[src/rtl/ghost_collision.sv]
// rtl/ghost_collision.sv - Yoshi/bottom-ghost collision, lives, invulnerability and game-over control
// Pixel overlap is latched during the frame and confirmed by a bounding-box test on frame_tick.
module ghost_collision #(
    parameter int SPRITE_W      = 16,
    parameter int LIVES_INIT    = 3,
    parameter int INVULN_CYCLES = 50_000_000,
    parameter int TIMER_W       = 26
) (
    input  logic       clk,
    input  logic       reset,
    input  logic       frame_tick,
    input  logic       restart,
    input  logic [9:0] y_x,
    input  logic [9:0] y_y,
    input  logic [9:0] g_b_x,
    input  logic [9:0] g_b_y,
    input  logic       yoshi_on,
    input  logic       ghost_bottom_on,
    output logic       hit,
    output logic       ghost_respawn,
    output logic [2:0] lives,
    output logic       invuln,
    output logic       game_over
);

    typedef enum logic [1:0] {
        ST_PLAY   = 2'd0,
        ST_INVULN = 2'd1,
        ST_OVER   = 2'd2
    } state_t;

    localparam logic [TIMER_W-1:0] TIMER_LOAD = TIMER_W'(INVULN_CYCLES - 1);
    localparam logic [2:0]         LIVES_RST  = 3'(LIVES_INIT);
    localparam logic [10:0]        SPRITE_LIM = 11'(SPRITE_W);

    state_t               state_q, state_d;
    logic [2:0]           lives_q, lives_d;
    logic [TIMER_W-1:0]   timer_q, timer_d;
    logic                 ov_flag_q, ov_flag_d;
    logic                 hit_q, hit_d;
    logic                 invuln_q, invuln_d;
    logic                 game_over_q, game_over_d;

    logic [10:0]          dx, dy;
    logic                 overlap, box, collision;

    // Widened to 11 bits so the absolute difference never wraps.
    always_comb begin
        dx = (y_x >= g_b_x) ? ({1'b0, y_x} - {1'b0, g_b_x}) : ({1'b0, g_b_x} - {1'b0, y_x});
        dy = (y_y >= g_b_y) ? ({1'b0, y_y} - {1'b0, g_b_y}) : ({1'b0, g_b_y} - {1'b0, y_y});
    end

    assign overlap   = yoshi_on & ghost_bottom_on;
    assign box       = (dx < SPRITE_LIM) && (dy < SPRITE_LIM);
    assign collision = frame_tick & ov_flag_q & box;

    always_comb begin
        state_d     = state_q;
        lives_d     = lives_q;
        timer_d     = timer_q;
        hit_d       = 1'b0;
        // An overlap on the tick cycle counts toward the following frame.
        ov_flag_d   = frame_tick ? overlap : (ov_flag_q | overlap);

        if (restart) begin
            state_d   = ST_PLAY;
            lives_d   = LIVES_RST;
            timer_d   = '0;
            ov_flag_d = 1'b0;
        end else begin
            case (state_q)
                ST_PLAY: begin
                    if (collision) begin
                        hit_d = 1'b1;
                        if (lives_q > 3'd1) begin
                            lives_d = lives_q - 3'd1;
                            timer_d = TIMER_LOAD;
                            state_d = ST_INVULN;
                        end else begin
                            lives_d = 3'd0;
                            state_d = ST_OVER;
                        end
                    end
                end
                ST_INVULN: begin
                    if (timer_q == '0) begin
                        state_d = ST_PLAY;
                    end else begin
                        timer_d = timer_q - TIMER_W'(1);
                    end
                end
                ST_OVER: begin
                    state_d = ST_OVER;
                end
                default: begin
                    state_d = ST_PLAY;
                end
            endcase
        end

        invuln_d    = (state_d == ST_INVULN);
        game_over_d = (state_d == ST_OVER);
    end

    always_ff @(posedge clk or posedge reset) begin
        if (reset) begin
            state_q     <= ST_PLAY;
            lives_q     <= LIVES_RST;
            timer_q     <= '0;
            ov_flag_q   <= 1'b0;
            hit_q       <= 1'b0;
            invuln_q    <= 1'b0;
            game_over_q <= 1'b0;
        end else begin
            state_q     <= state_d;
            lives_q     <= lives_d;
            timer_q     <= timer_d;
            ov_flag_q   <= ov_flag_d;
            hit_q       <= hit_d;
            invuln_q    <= invuln_d;
            game_over_q <= game_over_d;
        end
    end

    assign hit           = hit_q;
    assign ghost_respawn = hit_q;
    assign lives         = lives_q;
    assign invuln        = invuln_q;
    assign game_over     = game_over_q;

endmodule
[config.mk]
export PLATFORM = sky130hd
export DESIGN_NAME = ghost_collision
export DESIGN_NICKNAME = d
export VERILOG_FILES = /design/src/rtl/ghost_collision.sv
export SDC_FILE = /design/constraint.sdc
export NUM_CORES = 1
export LEC_CHECK = 0
export BUFFER_PORTS_ARGS = -buffer_cell sky130_fd_sc_hd__buf_2
export CAP_MARGIN = 0
export CELL_PAD_IN_SITES_DETAIL_PLACEMENT = 1
export CELL_PAD_IN_SITES_GLOBAL_PLACEMENT = 1
export CORE_ASPECT_RATIO = 0.5
export CORE_UTILIZATION = 47
export DETAILED_ROUTE_END_ITERATION = 6
export GPL_TIMING_DRIVEN = 0
export PLACE_DENSITY_LB_ADDON = 0.1
export SLEW_MARGIN = 20
export SYNTH_ARGS = -nofsm -noshare
export SYNTH_HDL_FRONTEND = slang
export SYNTH_SLANG_ARGS = --single-unit
[constraint.sdc]
create_clock -name clk -period 5.75 [get_ports clk]
set_clock_uncertainty 0.2 [all_clocks]
set_input_delay 0 -clock clk [delete_from_list [all_inputs] [get_ports clk]]
set_output_delay 0 -clock clk [all_outputs]
set_load 0.005 [all_outputs]
==> flow_metrics.env, run 1 <==
export IMPL_status="completed"
export IMPL_drcViolationCount=0
export IMPL_dr_total_vias=3822
export IMPL_finalHoldViolCount=0
export IMPL_grt_pass1_wl_mm=17.93
export IMPL_globalplace_congestion=0.8384
export IMPL_io_pins=53
export IMPL_cts_max_level=2
export IMPL_synth_area_per_cell_um2=7.944
export IMPL_ys_types=70
export IMPL_hold_ws_ns=0.004591
export IMPL_critPathCaptureType="flop"
export IMPL_dr_pass1_iters=4
export IMPL_finalPower_mw=0.7218
export IMPL_postSynthCellCount=487
export IMPL_drt_iter0_drc=120
export IMPL_switchingPower_mw=0.2250
export IMPL_rsz0062_at_grt="no"
export IMPL_layout_commonest_cell="buf_2"
export IMPL_grt_util_met2_pct=49.07
export IMPL_ys_warn_count=0
export IMPL_overflow=0
export IMPL_area_delta_synth_final_pct=14.68
export IMPL_dpl_instance_area_um2=4259
export IMPL_grt_max_degree=36
export IMPL_critPathKind="flop to flop"
export IMPL_finalInstanceArea_um2=4437
export IMPL_worstPathRequired_ns=5.71
export IMPL_io_buffers=51
export IMPL_fin_crit_sh_pct=70.93
export IMPL_cts_buffers=5
export IMPL_drtAntennaViolNets=0
export IMPL_final_cell_mix="54 x buf_2, 53 x inv_1, 43 x ha_1, 39 x nor2_1"
export IMPL_start_util_pct=50.56
export IMPL_synth_seq_area_share_pct=22.70
export IMPL_tightest_slew_ns=0.7530
export IMPL_insertion_delay_ns=0.27
export IMPL_cts_setup_buffers=0
export IMPL_clkPwrFrac_pct=35.5
export IMPL_cts_tree="done"
export IMPL_die_h_um=66.16
export IMPL_dieArea_um2=8620
export IMPL_grt_util_met3_pct=2.751
export IMPL_drive_gt1_share_pct=14.36
export IMPL_synth_edf_count=0
export IMPL_synth_ff_type="dfrtp_1"
export IMPL_antenna_found_initial=0
export IMPL_die_w_um=130.3
export IMPL_powerDensity_nw_per_um2=162.7
export IMPL_switching_share_pct=31.18
export IMPL_p_leak_nw=2.198
export IMPL_fmax_mhz=245.2
export IMPL_fin_util_pct=57.98
export IMPL_comb_power_share_pct=30.3
export IMPL_pre_cts_ws_ns=1.774
export IMPL_setup_viol=0
export IMPL_clockRootBuffer="clkbuf_16"
export IMPL_seqPwrFrac_pct=34.3
export IMPL_setup_tns_ns=0
export IMPL_track_usage_pct=26.28
export IMPL_cp_start_kind="flop"
export IMPL_ir_drop_mv=0.1589
export IMPL_coreArea_um2=7652
export IMPL_stdcell_count=658
export IMPL_p_int_mw=0.4967
export IMPL_dp_hpwl_mm=8.293
export IMPL_fin_ws_ns=1.671
export IMPL_finalCriticalPeriod_ns=4.079
export IMPL_clock_path_buffers=2
export IMPL_relSlewSlack_pct=49.73
export IMPL_via_per_inst=5.809
export IMPL_synth_seq_cells=35
export IMPL_rows=22
export IMPL_grtUsageMet1_pct=32.62
export IMPL_finalNetCount=638
export IMPL_cts_sinks=35
export IMPL_synthArstFlopShare_pct=100.0
export IMPL_drv_cap=0
export IMPL_drt_wl_total_mm=10.67
export IMPL_dpl_cell_count=646
export IMPL_syn_nets=576
export IMPL_insertedDiodeCount=0
export IMPL_drv_slew=0
export IMPL_clk_pin_slew_ns=0.05
export IMPL_avgRoutedWirePerCell_um=16.22
export IMPL_critPathArrivalTime_ns=4.04
export IMPL_grt_pass1_vias=3955
export IMPL_crit_fanout=10
export IMPL_hold_class="input port to flop"
export IMPL_grt_busiest_layer="met2"
export IMPL_syn_cell_area_um2=3869
-- what timing repair did --
action,in CTS,in global routing
hold buffers,4,0
hold endpoints to repair,34,0
gates resized for setup,0,0
-- registers in the layout (all words and copies together), names as in the netlist --
register and cells:
ghost_respawn 1, invuln 1, state_q 2, lives 3
timer_q 26, ov_flag_q 1, game_over 1
-- final cells by class --
| type | instances | area, um^2 |
|---|---|---|
| well taps | 108 | 135.1 |
| inverters | 55 | 206.4 |
| clock inverters | 1 | 5.005 |
| flip-flops and latches | 35 | 878.3 |
| repair buffers | 55 | 295.3 |
| multi-input cells | 372 | 2641 |
| plain buffers | 25 | 142.6 |
| clock buffers | 7 | 132.6 |
| fillers | 1002 | 3216 |
-- worst paths after layout --
| check | start | to | slack (ns) | depth (start not counted) |
|---|---|---|---|---|
| worst max register to register | timer_q[0] | timer_q[4] | 1.67 | 12 |
| worst min register to register | timer_q[22] | timer_q[22] | 0.35 | 1 |
| max in group asynchronous | reset | timer_q[11] | 4.66 | 3 |
| worst max-delay path | timer_q[0] | timer_q[4] | 1.67 | 12 |
| worst min-delay path | restart | timer_q[11] | 0.005 | 3 |
| min in group asynchronous | reset | timer_q[2] | 0.21 | 3 |
-- power by group through the flow --
stage / registers (mW) / logic, mW / clock network, mW
after global placement: 0.252 / 0.209 / 0
after detailed placement: 0.252 / 0.215 / 0
after CTS: 0.247 / 0.218 / 0.259
after global routing: 0.247 / 0.245 / 0.273
final: 0.248 / 0.218 / 0.256
after floorplan: 0.252 / 0.153 / 0
-- logic make-up (layout without fill, tap and decap cells) --
logic type               after synthesis  after routing  share of synthesized area [%]
AND/OR/NAND/NOR                      180            180                          25.61
AO/OA/AOI/OAI                        134            134                          25.10
buffers and inverters                 80            143                          9.023
adder cells (fa/ha/maj)               43             43                          13.91
flip-flops                            35             35                          22.70
multiplexers                           8              8                          2.070
XOR/XNOR                               7              7                          1.585
-- critical path, cell delays in order (launching register included) --
cell and delay, ns:
dfrtp_1 0.42, inv_1 0.08, ha_1 0.18, nor3b_1 0.55, nor4bb_1 0.62, nand3_1 0.25
or3_1 0.44, o21a_1 0.19, clkbuf_1 0.23, or2_1 0.30, buf_4 0.18, buf_6 0.15
o21a_1 0.17
-- routing by layer --
layer | routed length (um) | vias to the layer above
met3 | 261 | 8
met2 | 5253 | 55
li1 | - | 1892
met4 | 64 | 0
met1 | 5092 | 1867
met5 | 0 | -
-- cell usage after synthesis, types with 6 or more instances --
| master | instances | share of area, % |
|---|---|---|
| a31oi_1 | 8 | 1.3 |
| clkbuf_1 | 13 | 1.3 |
| or3_1 | 9 | 1.5 |
| nand2b_1 | 17 | 2.7 |
| a21o_1 | 6 | 1.2 |
| a311oi_1 | 17 | 3.8 |
| nor3_1 | 33 | 4.3 |
| inv_1 | 54 | 5.2 |
| o21a_1 | 17 | 3.3 |
| nor2_1 | 39 | 3.8 |
| o211ai_1 | 7 | 1.4 |
| o21ai_0 | 18 | 2.3 |
| nand2_1 | 20 | 1.9 |
| nor3b_1 | 6 | 1.2 |
| nor2b_1 | 12 | 1.9 |
| nand3_1 | 8 | 1.0 |
| ha_1 | 43 | 14 |
| dfrtp_1 | 33 | 21 |
| a21oi_1 | 24 | 3.1 |
| mux2i_1 | 8 | 2.1 |
Power figures use the tool's default switching activity.
==> run 2, diff against run 1 <==
--- a/config.mk
+++ b/config.mk
@@ -5,12 +5,13 @@
 export SDC_FILE = /design/constraint.sdc
 export NUM_CORES = 1
 export LEC_CHECK = 0
+export ABC_AREA = 1
 export BUFFER_PORTS_ARGS = -buffer_cell sky130_fd_sc_hd__buf_2
 export CAP_MARGIN = 0
 export CELL_PAD_IN_SITES_DETAIL_PLACEMENT = 1
 export CELL_PAD_IN_SITES_GLOBAL_PLACEMENT = 1
 export CORE_ASPECT_RATIO = 0.5
-export CORE_UTILIZATION = 47
+export CORE_UTILIZATION = 41
 export DETAILED_ROUTE_END_ITERATION = 6
 export GPL_TIMING_DRIVEN = 0
 export PLACE_DENSITY_LB_ADDON = 0.1
==> constraint.sdc (replaced) <==
create_clock -name clk -period 4.3 [get_ports clk]
set_clock_uncertainty 0.2 [all_clocks]
set_input_delay 0 -clock clk [delete_from_list [all_inputs] [get_ports clk]]
set_output_delay 0 -clock clk [all_outputs]
set_load 0.005 [all_outputs]
==> run 2 against run 1 <==
Effect of this change:
- combinational power is 93% higher
- register-to-register slack worse by 0.30 ns
- sequential power is 49% higher
- largest power group is now combinational logic
- critical path depth is 6 higher
==> flow_metrics.env, run 2 <==
export IMPL_status="completed"
export IMPL_timing_rr_end="timer_q[17]"
export IMPL_synth_seq_area_share_pct=19.52
export IMPL_globalplace_congestion=0.8635
export IMPL_setup_viol=0
export IMPL_hold_ws_ns=0.01729
export IMPL_cts_tree="done"
export IMPL_rr_startpoint="timer_q[1]"
export IMPL_coreArea_um2=10440
export IMPL_grt_pass1_wl_mm=21.80
export IMPL_finalInstanceArea_um2=5125
export IMPL_synth_ff_type="dfrtp_1"
export IMPL_clk_pin_slew_ns=0.06
export IMPL_synth_compound_area_share_pct=6.672
export IMPL_cts_max_level=2
export IMPL_grt_pass1_vias=4963
export IMPL_cts_buffers=5
export IMPL_r2r_cells=18
export IMPL_fin_ws_ns=1.369
export IMPL_io_pins=53
export IMPL_finalPower_mw=1.153
export IMPL_ys_warn_count=0
export IMPL_setup_tns_ns=0
export IMPL_die_h_um=76.09
export IMPL_yosysMostFrequentCell="nand2_1"
export IMPL_dpl_cell_count=963
export IMPL_finalNetCount=924
export IMPL_die_w_um=150.2
export IMPL_hold_class="input port to flop"
export IMPL_grt_max_degree=36
export IMPL_drt_wl_total_mm=12.62
export IMPL_track_usage_pct=23.43
export IMPL_dr_total_vias=4863
export IMPL_pre_cts_ws_ns=1.395
export IMPL_yosys_area_share_simple_pct=45.18
export IMPL_largest_register="timer_q"
export IMPL_clock_path_buffers=2
export IMPL_rows=26
export IMPL_synthMuxAreaShare_pct=0
export IMPL_largest_register_ffs=26
export IMPL_dpl_instance_area_um2=4931
export IMPL_cts_sinks=35
export IMPL_hold_start="restart"
export IMPL_insertion_delay_ns=0.28
export IMPL_finalCriticalPeriod_ns=2.931
export IMPL_dr_pass1_iters=4
export IMPL_reg2reg_slack_ns=1.37
export IMPL_area_delta_synth_final_pct=13.87
export IMPL_whs_path_depth=4
export IMPL_drv_slew=0
export IMPL_critPathCaptureType="flop"
export IMPL_cp_start_kind="flop"
export IMPL_io_buffers=51
export IMPL_critPathArrivalTime_ns=2.90
export IMPL_via_per_inst=4.988
export IMPL_drtAntennaViolNets=0
export IMPL_clockRootBuffer="clkbuf_16"
export IMPL_synthAdderAreaFrac_pct=11.95
export IMPL_synth_top_area_share_pct=22.19
export IMPL_ir_drop_mv=0.1388
export IMPL_synthArstFlopShare_pct=100.0
export IMPL_worstHoldEndpoint="timer_q[4]"
export IMPL_rsz0062_at_grt="no"
export IMPL_synth_seq_cells=35
export IMPL_final_cell_mix="266 x nand2_1, 144 x inv_1, 77 x nor2_1, 71 x nand3_1, 52 x buf_2"
export IMPL_start_util_pct=43.10
export IMPL_fmax_mhz=341.2
export IMPL_fin_util_pct=49.08
export IMPL_overflow=0
export IMPL_ys_top_cells_by_area="nand2_1 22%, dfrtp_1 18%, inv_1 12%"
export IMPL_insertedDiodeCount=0
export IMPL_finalHoldViolCount=0
export IMPL_p_leak_nw=3.078
export IMPL_synth_top_family_by_area="simple AND/OR/NAND/NOR gates"
export IMPL_critPathKind="flop to flop"
export IMPL_tightest_slew_ns=0.7677
export IMPL_ys_types=37
export IMPL_synth_edf_count=0
export IMPL_synth_xor_area_share_pct=1.946
export IMPL_drcViolationCount=0
export IMPL_syn_cell_area_um2=4501
export IMPL_relSlewSlack_pct=48.75
export IMPL_synth_common_cells="266 x nand2_1, 145 x inv_1, 77 x nor2_1"
export IMPL_drive_gt1_share_pct=12.69
export IMPL_worstPathRequired_ns=4.27
export IMPL_drt_iter0_drc=156
export IMPL_syn_nets=861
export IMPL_layout_commonest_cell="nand2_1"
export IMPL_stdcell_count=975
export IMPL_powerDensity_nw_per_um2=224.9
export IMPL_fin_crit_sh_pct=68.16
export IMPL_avgRoutedWirePerCell_um=12.95
export IMPL_yosysTopAreaCell="nand2_1"
export IMPL_synth_area_per_cell_um2=5.830
export IMPL_dieArea_um2=11430
export IMPL_crit_fanout=10
export IMPL_dp_hpwl_mm=10.16
export IMPL_drv_cap=0
export IMPL_antenna_found_initial=0
export IMPL_postSynthCellCount=772
run 2: worst max-delay path by stage:
stage,startpoint,endpoint,cells after the start
after floorplan,timer_q[0],timer_q[17],18
after global placement,timer_q[0],timer_q[2],18
after detailed placement,timer_q[1],timer_q[17],18
after CTS,timer_q[1],timer_q[17],18
after global routing,timer_q[1],timer_q[17],18
final,timer_q[1],timer_q[17],18
run 2: final cells by class:
| type | instances | area (um^2) |
|---|---|---|
| Inverter | 149 | 560.5 |
| Sequential cell | 35 | 878.3 |
| Multi-Input combinational cell | 575 | 2959 |
| Timing Repair Buffer | 56 | 305.3 |
| Clock buffer | 6 | 138.9 |
| Buffer | 13 | 102.6 |
| Fill cell | 1503 | 5318 |
| Clock inverter | 1 | 5.005 |
| Tap cell | 140 | 175.2 |
run 2: worst max-delay path, cell delays in order (launching register included):
cell,delay (ns)
dfrtp_1,0.39
inv_1,0.09
ha_1,0.23
nand3_2,0.13
nor2_2,0.16
nand2_2,0.09
nor2_4,0.11
nand2_2,0.10
nor3_4,0.16
nand3_2,0.17
nor2_2,0.15
nand2_2,0.09
nand2_2,0.10
nand2_1,0.07
clkinv_2,0.15
nand2_4,0.08
buf_4,0.18
nand2_1,0.08
nand2_1,0.06
run 2: per-layer routing:
metal  up-vias  global-route usage (%)  wire length, um
met5         -                       0                0
met4         0                   5.354              141
met1      2300                   27.30             5687
li1       2494                       -                -
met2        57                   45.74             6564
met3        12                   2.096              231
run 2: repair_timing:
action | 4_1_cts | 5_1_grt
endpoints found under the hold margin | 35 | 0
setup buffers | 0 | 0
hold buffers | 5 | 0
resized for setup | 0 | 0
run 2: cell families (layout without fill, tap and decap cells):
logic type / count (synthesis) / after routing
AND/OR/NAND/NOR: 467 / 467
buffers and inverters: 162 / 225
AO/OA/AOI/OAI: 55 / 55
adder cells (fa/ha/maj): 43 / 43
flip-flops: 35 / 35
XOR/XNOR: 10 / 10
run 2: where the power goes:
| part | internal, mW | switching (mW) |
|---|---|---|
| Combinational | 0.148 | 0.273 |
| Sequential | 0.348 | 0.0210 |
| Clock | 0.226 | 0.137 |
==> run 3, diff against run 2 <==
--- a/config.mk
+++ b/config.mk
@@ -11,7 +11,7 @@
 export CELL_PAD_IN_SITES_DETAIL_PLACEMENT = 1
 export CELL_PAD_IN_SITES_GLOBAL_PLACEMENT = 1
 export CORE_ASPECT_RATIO = 0.5
-export CORE_UTILIZATION = 41
+export CORE_UTILIZATION = 37
 export DETAILED_ROUTE_END_ITERATION = 6
 export GPL_TIMING_DRIVEN = 0
 export PLACE_DENSITY_LB_ADDON = 0.1
==> constraint.sdc (replaced) <==
create_clock -name clk -period 2.35 [get_ports clk]
set_clock_uncertainty 0.2 [all_clocks]
set_input_delay 0 -clock clk [delete_from_list [all_inputs] [get_ports clk]]
set_output_delay 0 -clock clk [all_outputs]
set_load 0.005 [all_outputs]
==> run 3 against run 2 <==
Effect of this change:
- the run now ends with setup timing left
- sequential cell count did not move
- final cell count rose by 6.6%
- sequential share of layout area is 2.6 points lower
- clock power grew 99%
- wire length up 23%
- cell area grew 19%
- count of clock-buffer cells in the layout up 2
- die area up 11%
- largest power group unchanged
==> flow_metrics.env, run 3 (synthesis results as in run 2) <==
export IMPL_status="finished, violations left"
export IMPL_violations="setup timing"
export IMPL_dieArea_um2=12640
export IMPL_antenna_found_initial=0
export IMPL_hold_class="input port to flop"
export IMPL_cts_sinks=35
export IMPL_track_usage_pct=22.02
export IMPL_cp_start_kind="flop"
export IMPL_overflow=0
export IMPL_ff_latch_area_um2=883.3
export IMPL_cts_max_level=2
export IMPL_clk_pin_slew_ns=0.06
export IMPL_largest_register_ffs=26
export IMPL_largest_register="timer_q"
export IMPL_insertedDiodeCount=0
export IMPL_powerDensity_nw_per_um2=393.1
export IMPL_io_pins=53
export IMPL_cts_tree="done"
export IMPL_p_leak_nw=3.362
export IMPL_dp_hpwl_mm=10.51
export IMPL_rsz0062_at_grt="yes"
export IMPL_insertion_delay_ns=0.29
export IMPL_finalNetCount=962
export IMPL_crit_fanout=6
export IMPL_final_cell_mix="233 x nand2_1, 137 x inv_1, 67 x nor2_1, 63 x nand3_1, 51 x buf_2"
export IMPL_layout_commonest_cell="nand2_1"
export IMPL_die_h_um=79.99
export IMPL_cts_buffers=5
export IMPL_dr_total_vias=5165
export IMPL_multiInputGateArea_um2=3436
export IMPL_io_buffers=51
export IMPL_critPathKind="flop to flop"
export IMPL_drv_slew=0
export IMPL_drive_gt1_share_pct=26.89
export IMPL_drcViolationCount=0
export IMPL_coreArea_um2=11840
export IMPL_drtAntennaViolNets=0
export IMPL_drt_iter0_drc=119
export IMPL_worstPathRequired_ns=2.32
export IMPL_drt_wl_total_mm=15.47
export IMPL_drv_cap=0
export IMPL_clockRootBuffer="clkbuf_16"
export IMPL_avgRoutedWirePerCell_um=14.89
export IMPL_fillers=1617
export IMPL_rows=28
export IMPL_finalPower_mw=2.388
export IMPL_finalInstanceArea_um2=6076
export IMPL_grt_pass1_wl_mm=22.34
export IMPL_clock_path_buffers=2
export IMPL_tightest_slew_ns=0.5264
export IMPL_ir_drop_mv=0.3244
export IMPL_finalHoldViolCount=0
export IMPL_fin_crit_sh_pct=107.8
export IMPL_fin_ws_ns=-0.1834
export IMPL_finalCriticalPeriod_ns=2.533
export IMPL_start_util_pct=38.01
export IMPL_die_w_um=158.0
export IMPL_area_delta_synth_final_pct=35.00
export IMPL_dr_pass1_iters=4
export IMPL_dpl_instance_area_um2=5012
export IMPL_critPathCaptureType="flop"
export IMPL_relSlewSlack_pct=64.91
export IMPL_critPathArrivalTime_ns=2.50
export IMPL_globalplace_congestion=0.8460
export IMPL_via_per_inst=4.971
export IMPL_fmax_mhz=394.7
export IMPL_grt_max_degree=23
export IMPL_setup_viol=26
export IMPL_grt_pass1_vias=4962
## run 3: report_power, final
| part | internal [mW] | switching, mW |
|---|---|---|
| combinational | 0.389 | 0.597 |
| clock | 0.452 | 0.270 |
| sequential | 0.636 | 0.0439 |
## run 3: layer usage
metal  part of all wire [%]  routed length, um  vias to the layer above  global-route usage (%)
met1                     43               6694                     2485                   25.99
met2                     53               8141                       85                   44.27
met3                    2.2                347                       24                   1.683
met4                    1.8                283                        0                   2.788
li1                       -                  -                     2571                       -
met5                      0                  0                        -                       0
## run 3: final timing paths
| kind | slack [ns] | endpoint | start | depth (start not counted) |
|---|---|---|---|---|
| max | -0.18 | timer_q[0] | timer_q[2] | 18 |
| max in group asynchronous | 1.46 | timer_q[7] | reset | 4 |
| min | 0.01 | lives[1] | frame_tick | 7 |
| min in group asynchronous | 0.04 | ghost_respawn | reset | 3 |
| max reg2reg | -0.18 | timer_q[0] | timer_q[2] | 18 |
| min reg2reg | 0.33 | lives[0] | lives[0] | 2 |
## run 3: cell type report
cell class / instances / share of cell area [%]
inverter: 149 / 9.432
sequential: 35 / 14.54
multi-input combinational: 575 / 56.55
timing repair buffer: 95 / 11.64
clock buffer: 8 / 2.574
tap: 165 / 3.398
buffer: 12 / 1.874
## run 3: per-stage QoR
stage | worst slack (ns) | setup TNS (ns) | hold slack, ns | instances | util, %
after CTS | -0.1742 | -3.677 | 0.01928 | 1018 | 46.58
after global placement | -0.3608 | -9.964 | 0.06981 | 988 | 42.10
after floorplan | -0.03446 | -0.6638 | -0.06481 | 772 | -
final | -0.1834 | -3.303 | 0.01394 | 1039 | 51.31
after detailed placement | -0.4346 | -11.91 | -0.2068 | 989 | 42.33
after global routing | -0.3129 | -6.773 | 0.04759 | 1039 | 51.31
## run 3: repair_timing
action                                 CTS  global route
pin swaps                               18            25
hold buffers                             4             0
gates resized for setup                 38            94
endpoints found under the hold margin   36             0
cloned                                   1             2
setup buffers                           16            22
setup endpoints to repair               28            34
## run 3: critical path: stages, from the launching register on
cell and delay [ns]:
dfrtp_1 0.41, inv_2 0.12, buf_12 0.11, nand3_4 0.08, nor2_4 0.09, nand2_2 0.07, nor2_4 0.11, nand2_4 0.07
nor3_4 0.16, nand3_4 0.12, nor2_4 0.15, nand2_4 0.08, nand2_4 0.08, nand2_4 0.07, clkinv_8 0.09, nand2_8 0.08
clkbuf_16 0.17, nand2_2 0.07, nand2_1 0.06
